[src/rtl/coin_refunder.sv]
// Quarter-return controller: one timed eject pulse per coin, waits for drop-sensor confirmation, faults on jam.
// Request accepted on the sampling edge (EJECT next cycle); per-coin period >= PULSE_CYC+1+GAP_CYC; new requests ignored unless IDLE.
module coin_refunder #(
  parameter int CNT_W       = 4,
  parameter int PULSE_CYC   = 4,
  parameter int GAP_CYC     = 8,
  parameter int ACK_TIMEOUT = 16
) (
  input  logic             clock,
  input  logic             resetN,
  input  logic             refundReq,
  input  logic [CNT_W-1:0] refundQty,
  input  logic             coinSeen,
  input  logic             clrFault,
  output logic             eject,
  output logic             busy,
  output logic             done,
  output logic             fault,
  output logic [CNT_W-1:0] remaining
);

  localparam int MAXA = (PULSE_CYC > GAP_CYC) ? PULSE_CYC : GAP_CYC;
  localparam int MAXC = (MAXA > ACK_TIMEOUT) ? MAXA : ACK_TIMEOUT;
  localparam int CW   = $clog2(MAXC + 1);

  localparam logic [CW-1:0] PULSE_LAST = CW'(PULSE_CYC - 1);
  localparam logic [CW-1:0] GAP_LAST   = CW'(GAP_CYC - 1);
  localparam logic [CW-1:0] ACK_LAST   = CW'(ACK_TIMEOUT - 1);

  typedef enum logic [2:0] {
    IDLE      = 3'd0,
    EJECT     = 3'd1,
    WAIT_SEEN = 3'd2,
    GAP       = 3'd3,
    DONE      = 3'd4,
    FAULT     = 3'd5
  } state_t;

  state_t        state;
  state_t        nextState;
  logic [CW-1:0] cnt;

  always_comb begin
    nextState = state;
    case (state)
      IDLE: begin
        if (refundReq) nextState = (refundQty != '0) ? EJECT : DONE;
      end
      EJECT: begin
        if (cnt == PULSE_LAST) nextState = WAIT_SEEN;
      end
      WAIT_SEEN: begin
        // a confirmation on the last timeout cycle still counts
        if (coinSeen)             nextState = (remaining == CNT_W'(1)) ? DONE : GAP;
        else if (cnt == ACK_LAST) nextState = FAULT;
      end
      GAP: begin
        if (cnt == GAP_LAST) nextState = EJECT;
      end
      DONE:    nextState = IDLE;
      FAULT: begin
        if (clrFault) nextState = IDLE;
      end
      default: nextState = IDLE;
    endcase
  end

  always_ff @(posedge clock or negedge resetN) begin
    if (!resetN) begin
      state     <= IDLE;
      cnt       <= '0;
      remaining <= '0;
    end else begin
      state <= nextState;
      cnt   <= (nextState != state) ? '0 : cnt + CW'(1);
      case (state)
        IDLE: begin
          if (refundReq && refundQty != '0) remaining <= refundQty;
        end
        WAIT_SEEN: begin
          if (coinSeen) remaining <= remaining - CNT_W'(1);
        end
        FAULT: begin
          if (clrFault) remaining <= '0;
        end
        default: remaining <= remaining;
      endcase
    end
  end

  // outputs decode the state register directly, so reset clears them without an edge
  assign eject = (state == EJECT);
  assign busy  = (state == EJECT) || (state == WAIT_SEEN) || (state == GAP) || (state == DONE);
  assign done  = (state == DONE);
  assign fault = (state == FAULT);

endmodule

[config.mk]
export PLATFORM = sky130hd
export DESIGN_NAME = coin_refunder
export DESIGN_NICKNAME = d
export VERILOG_FILES = /design/src/rtl/coin_refunder.sv
export SDC_FILE = /design/constraint.sdc
export NUM_CORES = 1
export LEC_CHECK = 0
export ABC_AREA = 1
export BUFFER_PORTS_ARGS = -buffer_cell sky130_fd_sc_hd__buf_2
export CORE_UTILIZATION = 40
export DETAILED_ROUTE_END_ITERATION = 10
export HOLD_SLACK_MARGIN = 0.05
export PLACE_DENSITY = 0.66
export SYNTH_ARGS = -nofsm -noshare
export SYNTH_HDL_FRONTEND = slang
export SYNTH_SLANG_ARGS = --single-unit
export TNS_END_PERCENT = 5
[constraint.sdc]
create_clock -name clock -period 1.95 [get_ports clock]
set_input_delay 0 -clock clock [delete_from_list [all_inputs] [get_ports clock]]
set_output_delay 0 -clock clock [all_outputs]
set_load 0.03 [all_outputs]
==> results of run 1 <==
-- cell families (layout without fill, tap and decap cells) --
family          Yosys count  in the layout  synth area share [%]
compound gates           12             12                  8.18
buf+inv                  15             38                  7.76
fa+ha+maj                 4              4                  5.64
mux                       1              1                  1.69
simple gates             67             67                  38.9
flops                    12             12                  33.9
xor+xnor                  4              4                  3.95
-- synthesized netlist by cell type (all sizes together) --
master | count | area, sq um
o21ai | 5 | 25.0
a2bb2oi | 1 | 8.76
mux2 | 1 | 15.0
nor2 | 27 | 121
o211ai | 1 | 12.5
dfrtp | 12 | 300
ha | 4 | 50.1
nand3b | 1 | 7.51
nor3 | 1 | 5.00
buf | 1 | 11.3
inv | 14 | 57.6
a31oi | 1 | 6.26
xnor2 | 2 | 17.5
nand4 | 2 | 12.5
nand3 | 9 | 55.1
xor2 | 2 | 17.5
a21oi | 4 | 20.0
nand2 | 27 | 144
-- metrics by stage --
step / power, mW / instances / setup WS (ps)
after floorplan: 0.980 / 115 / 351
after global placement: 1.13 / 157 / 261
after detailed placement: 1.14 / 157 / 195
after CTS: 1.36 / 165 / 176
after global routing: 1.46 / 165 / 30.3
final: 1.35 / 165 / 189
-- state kept, by name (all words and copies together) (netlist names) --
register	count
cnt	5
remaining	4
state	3
-- layer usage --
layer | vias to the layer above | GRT usage, % | wire length [um]
met5 | - | 0 | 0
met2 | 24 | 28.1 | 854
met3 | 0 | 2.80 | 68
met4 | 0 | 4.41 | 0
met1 | 364 | 22.7 | 841
li1 | 413 | - | -
-- power by group --
group	internal, mW	leakage (nW)	total [mW]	switching, mW
Clock	0.113	0.0210	0.207	0.0934
Combinational	0.257	0.370	0.719	0.462
Sequential	0.326	0.152	0.420	0.0939
-- layout by cell type, fill, tap and decap left out, types with 2 or more instances in the layout --
cell and n:
nor2_1 21, nand2_1 18, buf_2 16, dfrtp_1 12
inv_1 10, nand3_1 7, nand2_2 5, nor2_2 5
nand2_4 4, o21ai_0 4, a21oi_1 4, ha_1 4
dlygate4sd3_1 4, inv_2 3, clkbuf_4 3, nand3_2 2
nand4_1 2, xor2_1 2, xnor2_1 2
-- critical path, cell delays in order, from the launching register on --
cell and delay (ps):
dfrtp_1 400, ha_1 240, inv_1 80, nor2_1 50, ha_1 210, o21ai_0 170, nand3_1 100, a31oi_1 180
nand3_2 150, nor2_1 110
-- path summary, 6_finish.rpt --
kind	endpoint	depth (start not counted)	slack, ps
min in group asynchronous	state[0]	2	120
max in group asynchronous	cnt[1]	2	1600
setup reg to reg	cnt[0]	9	190
hold / removal	remaining[0]	5	90
hold reg to reg	cnt[0]	1	460
setup / recovery	cnt[0]	9	190
-- area by class of cell --
cell class | count | area [sq um]
well taps | 27 | 33.8
fillers | 194 | 956
clock buffers | 4 | 36.3
multi-input cells | 88 | 518
repair buffers | 20 | 120
inverters | 14 | 57.6
flip-flops and latches | 12 | 300
-- repair_timing --
item,CTS,global route
setup endpoints to repair,0,0
endpoints found under the hold margin,15,0
hold buffers,4,0
==> summary.txt, run 1 <==
Route
  • Vias: 801
  • Final wirelength: 1760 um
  • Detail Route Antenna Nets: 0
  • Residual DRC count: 0
  • TritonRoute pass-1 iters: 4
  • Vias per std cell: ~4.9
  • Mean routed wirelength per cell: roughly 11 um
  • Initial DRC Count: 14

Setup path
  • Worst-path maximum fanout: 5
  • Worst EP arrival: 1970 ps
  • CP startpoint kind: flip-flop
  • Worst reg2reg startpoint: cnt[0]
  • Crit path from: cnt[0]
  • Critical Path End Type: flip-flop
  • Critical path data required time: approximately 2200 ps
  • Worst Path Class, Setup: reg -> reg

Yosys
  • Mapped Cells: 115
  • Synthesis Warnings: 0
  • Post-synthesis average cell area: between 7 and 8 sq um
  • Syn_nets: approximately 130
  • #FFs+latches synth: 12
  • Post-synth cell types: 26
  • Mapped cell area: about 890 sq um
  • Share of the yosys chip area belonging to registers: 33.9%

CTS
  • Clock Latency Late Sink: between 200 and 300 ps
  • Root Buffer: clkbuf_4
  • Clock Tree Buf Depth: 2
  • Worst-path clk slew: about 90 ps
  • Setup Fix Bufs, Post-CTS: 0
  • Num CTS Buffers: 3
  • H-tree levels: 1
  • TritonCTS Sinks: 12
  • CTS tree: done
  • Post_cts resized: 0

Floorplanning
  • Rows: 16
  • Die X: 49.1 um
  • Core area: between 2000 and 2500 sq um
  • # IOs: 17
  • Die height: 49.1 um
  • Initial Utilization: 43.9%
  • Die area: about 2400 sq um

Timing
  • Skew final: 7.21 ps
  • Setup total negative slack: 0 ps
  • Hold Fails Final Rpt: 0
  • RSZ-0062 raised after global routing: no
  • Slew HR: 76.7%
  • WHS: 89.4 ps
  • Fmax: 568 MHz
  • Final Cycle Share: 90.3%
  • Setup violators final: 0
  • Final min period: between 1500 and 2000 ps
  • Max Slew Vio Count: 0
  • Worst-margin pin slew: 349 ps

Placement
  • Detailed placement HPWL: 1400 um
  • Port Buffer Count: 16
  • DP Area: 990 sq um
  • Routability Congestion: 0.918

Final layout
  • Fin area: between 1000 and 1500 sq um
  • Nets@finish: 152
  • Layout Utilization: 52.7%
  • Ant. Diodes: 0
  • Synthesis-to-finish area growth: 20.2%
  • Share of layout cells above drive strength 1: 31.2%

Worst hold path
  • Hold Startpoint: refundQty[0]
  • Hold Crit Class: in -> reg

Power and ir drop
  • Leakage: approximately 0.54 nW
  • Maximum vdd drop: about 0.74 mV
  • Pwr/cell area: 1260 nW/um^2

GRT
  • Number of global-route vias before repair: 732
  • Largest net degree at the start of global routing: 13
  • Total track usage: 16.9%
  • GR Overflow Total: 0
  • Initial antenna violation count: 0
  • First-pass GRT wire length: 3190 um

Status
  • Status: finished clean

Run
  • Max-cap violations: 0
Note: power is estimated with default switching activity, not from simulation.
==> run 2, diff against run 1 <==
Settings changed: CAP_MARGIN from default to 20, SETUP_SLACK_MARGIN from default to 0.5.
==> run 2 against run 1 <==
Total power up 2.5%. Worst hold slack better by 18 ps. Wire length up 0.57%. Global-route usage up 0.52 points. Die area unchanged. Cell area up 2.3%. Largest cell class unchanged. Sequential share of layout area down 0.42 points. First-iteration DRC count down 29%. Non-clock buffer count up 1. Clock power down 3%. Critical endpoint unchanged. Worst setup slack better by 180 ps.
==> summary.txt, run 2 (synthesized netlist as in run 1, its figures left out) <==
GRT
  • GR Overflow Total: 0 (unchanged)
  • First-pass GRT wire length: 3270 um (+2.4%)
  • Largest net degree at the start of global routing: 13 (unchanged)
  • Number of global-route vias before repair: 766 (+4.6%)
  • Initial antenna violation count: 0 (unchanged)
  • Total track usage: 17.5% (+0.52 points)

CTS
  • TritonCTS Sinks: 12 (unchanged)
  • Clock Latency Late Sink: 270 ps (about the same)
  • Worst-path clk slew: 90 ps (about the same)
  • CTS tree: done
  • H-tree levels: 1 (unchanged)
  • Clock Tree Buf Depth: 2 (unchanged)
  • Root Buffer: clkbuf_4
  • Num CTS Buffers: 3 (unchanged)

Setup path
  • Reg-to-reg slack, setup: 370 ps (+180 ps)
  • CP startpoint kind: flip-flop
  • Worst Path Class, Setup: reg -> reg
  • End point of the critical path: cnt[0]
  • FF-to-FF End: cnt[0]
  • Worst-path maximum fanout: 5 (unchanged)
  • Worst r2r path cells: 9 (unchanged)
  • Worst reg2reg startpoint: cnt[0]
  • Worst EP arrival: 1780 ps (-190 ps)
  • Crit path from: cnt[0]
  • Critical path data required time: 2150 ps (about the same)
  • Critical Path End Type: flip-flop

Final layout
  • Commonest non-fill, non-tap cell in the layout: nor2_1
  • Synthesis-to-finish area growth: 23.0%
  • Largest registers: cnt: 5 flops, remaining: 4 flops, state: 3 flops
  • Finished Layout Cells: 166 (+0.61%)
  • Ant. Diodes: 0 (unchanged)
  • Most frequent cells in the layout: 21 x nor2_1, 18 x nand2_1, 16 x buf_2, 10 x dfrtp_1, 9 x inv_1
  • Top reg by flops: cnt
  • Share of layout cells above drive strength 1: 35.3% (+4.1 points)
  • Nets@finish: 153 (+0.66%)
  • Fin area: 1090 sq um (+2.3%)
  • Max reg flops: 5 (unchanged)

Timing
  • Hold Fails Final Rpt: 0 (unchanged)
  • Fmax: 634 MHz (+12%)
  • Setup violators final: 0 (unchanged)
  • Worst-margin pin slew: 293 ps (-56.2 ps)
  • Setup total negative slack: 0 ps (unchanged)
  • Final min period: 1580 ps (-182 ps)
  • Final Cycle Share: 80.9% (-9.4 points)
  • Max Slew Vio Count: 0 (unchanged)
  • Skew final: 10.9 ps (+3.66 ps)
  • Slew HR: 80.5% (+3.7 points)
  • RSZ-0062 raised after global routing: yes

Power and ir drop
  • Net Sw Frac: 47.9% (-0.36 points)
  • Clk pwr share: 14.6% (-0.8 points)
  • Pwr/cell area: 1260 nW/um^2 (+0.14%)
  • Leakage: 0.544 nW (+0.14%)
  • Switch Pwr: 0.661 mW (+1.7%)
  • Internal power: 0.719 mW (+3.2%)
  • Register share of total power: 30.9% (-0.3 points)
  • Combinational power share: 54.5% (+1.1 points)
  • Maximum vdd drop: 0.675 mV (-8.3%)

Route
  • Initial DRC Count: 10 (-4)
  • Detail Route Antenna Nets: 0 (unchanged)
  • Vias: 799 (-0.25%)
  • Vias per std cell: 4.81 (-0.85%)
  • Residual DRC count: 0 (unchanged)
  • TritonRoute pass-1 iters: 4 (unchanged)
  • Final wirelength: 1770 um (+0.57%)
  • Mean routed wirelength per cell: 10.7 um (about the same)

Floorplanning
  • Core area: 2020 sq um (unchanged)
  • Initial Utilization: 43.9% (unchanged)
  • Die area: 2410 sq um (unchanged)
  • Rows: 16 (unchanged)
  • Die height: 49.1 um (unchanged)
  • # IOs: 17 (unchanged)
  • Die X: 49.1 um (unchanged)

Worst hold path
  • Hold Crit Class: in -> reg

Run
  • Max-cap violations: 0 (unchanged)

Placement
  • Routability Congestion: 0.883 (-3.8%)
  • DP Area: 1000 sq um (+1.1%)
  • Port Buffer Count: 16 (unchanged)
  • Detailed placement HPWL: 1420 um (+1.8%)
  • Cells after DPL: 157 (unchanged)

Status
  • Status: finished clean
-- run 2: cell types whose count changed in the layout (fill, tap and decap cells not counted), sizes merged --
cell,change
buf,+1
-- run 2: layout make-up --
cell class | instances | area, sq um
fill | 196 | 931
multi-input combinational | 88 | 533
sequential | 12 | 303
timing repair buffer | 21 | 128
inverter | 14 | 57.6
clock buffer | 4 | 36.3
tap | 27 | 33.8
-- run 2: per-layer routing --
metal	vias to the layer above	wire length [um]	global-route usage [%]	part of all wire, %
met1	364	859	23.9	48
li1	419	-	-	-
met5	-	0	0	0
met2	16	851	27.6	48
met3	0	62	3.74	3.5
met4	0	0	4.41	0
-- run 2: how the worst min path moves through the flow --
stage                       startpoint      endpoint  slack (ps)  cells past startpoint
after detailed placement        resetN      state[0]        -100                      1
final                     refundQty[0]  remaining[0]         110                      5
after global placement          resetN      state[0]        -110                      1
after floorplan                 resetN        cnt[0]        -300                      0
after CTS                 refundQty[0]  remaining[0]         100                      5
after global routing      refundQty[2]  remaining[2]         120                      4
-- run 2: through the flow --
stage / setup WS (ps) / hold WS, ps / total power, mW / util (%)
6_report: 372 / 107 / 1.38 / 54.0
5_1_grt: 180 / 124 / 1.51 / 54.0
4_1_cts: 360 / 98.4 / 1.40 / 54.0
3_5_place_dp: 297 / -95.1 / 1.17 / 49.5
3_3_place_gp: 304 / -107 / 1.15 / 49.5
2_1_floorplan: 450 / -296 / 0.998 / -
-- run 2: critical path, stage by stage (launching register included) --
cell	delay (ps)
dfrtp_1	400
ha_2	200
inv_2	50
nor2_1	40
ha_2	180
o21ai_1	110
nand3_1	100
a31oi_1	170
nand3_2	140
nor2_1	130
-- run 2: power by group through the flow --
stage,sequential (mW),combinational (mW),clock (mW)
floorplan,0.489,0.509,0
global placement,0.428,0.722,0
detailed placement,0.428,0.737,0
CTS,0.426,0.762,0.211
global route,0.442,0.841,0.224
finish,0.426,0.752,0.201
-- run 2: repair_timing --
action                                 in CTS  in global routing
buffers inserted                            1                  0
setup endpoints to repair                   9                 10
pin swaps                                   2                  0
endpoints found under the hold margin      15                  0
hold buffers                                4                  0
resized for setup                           2                  0
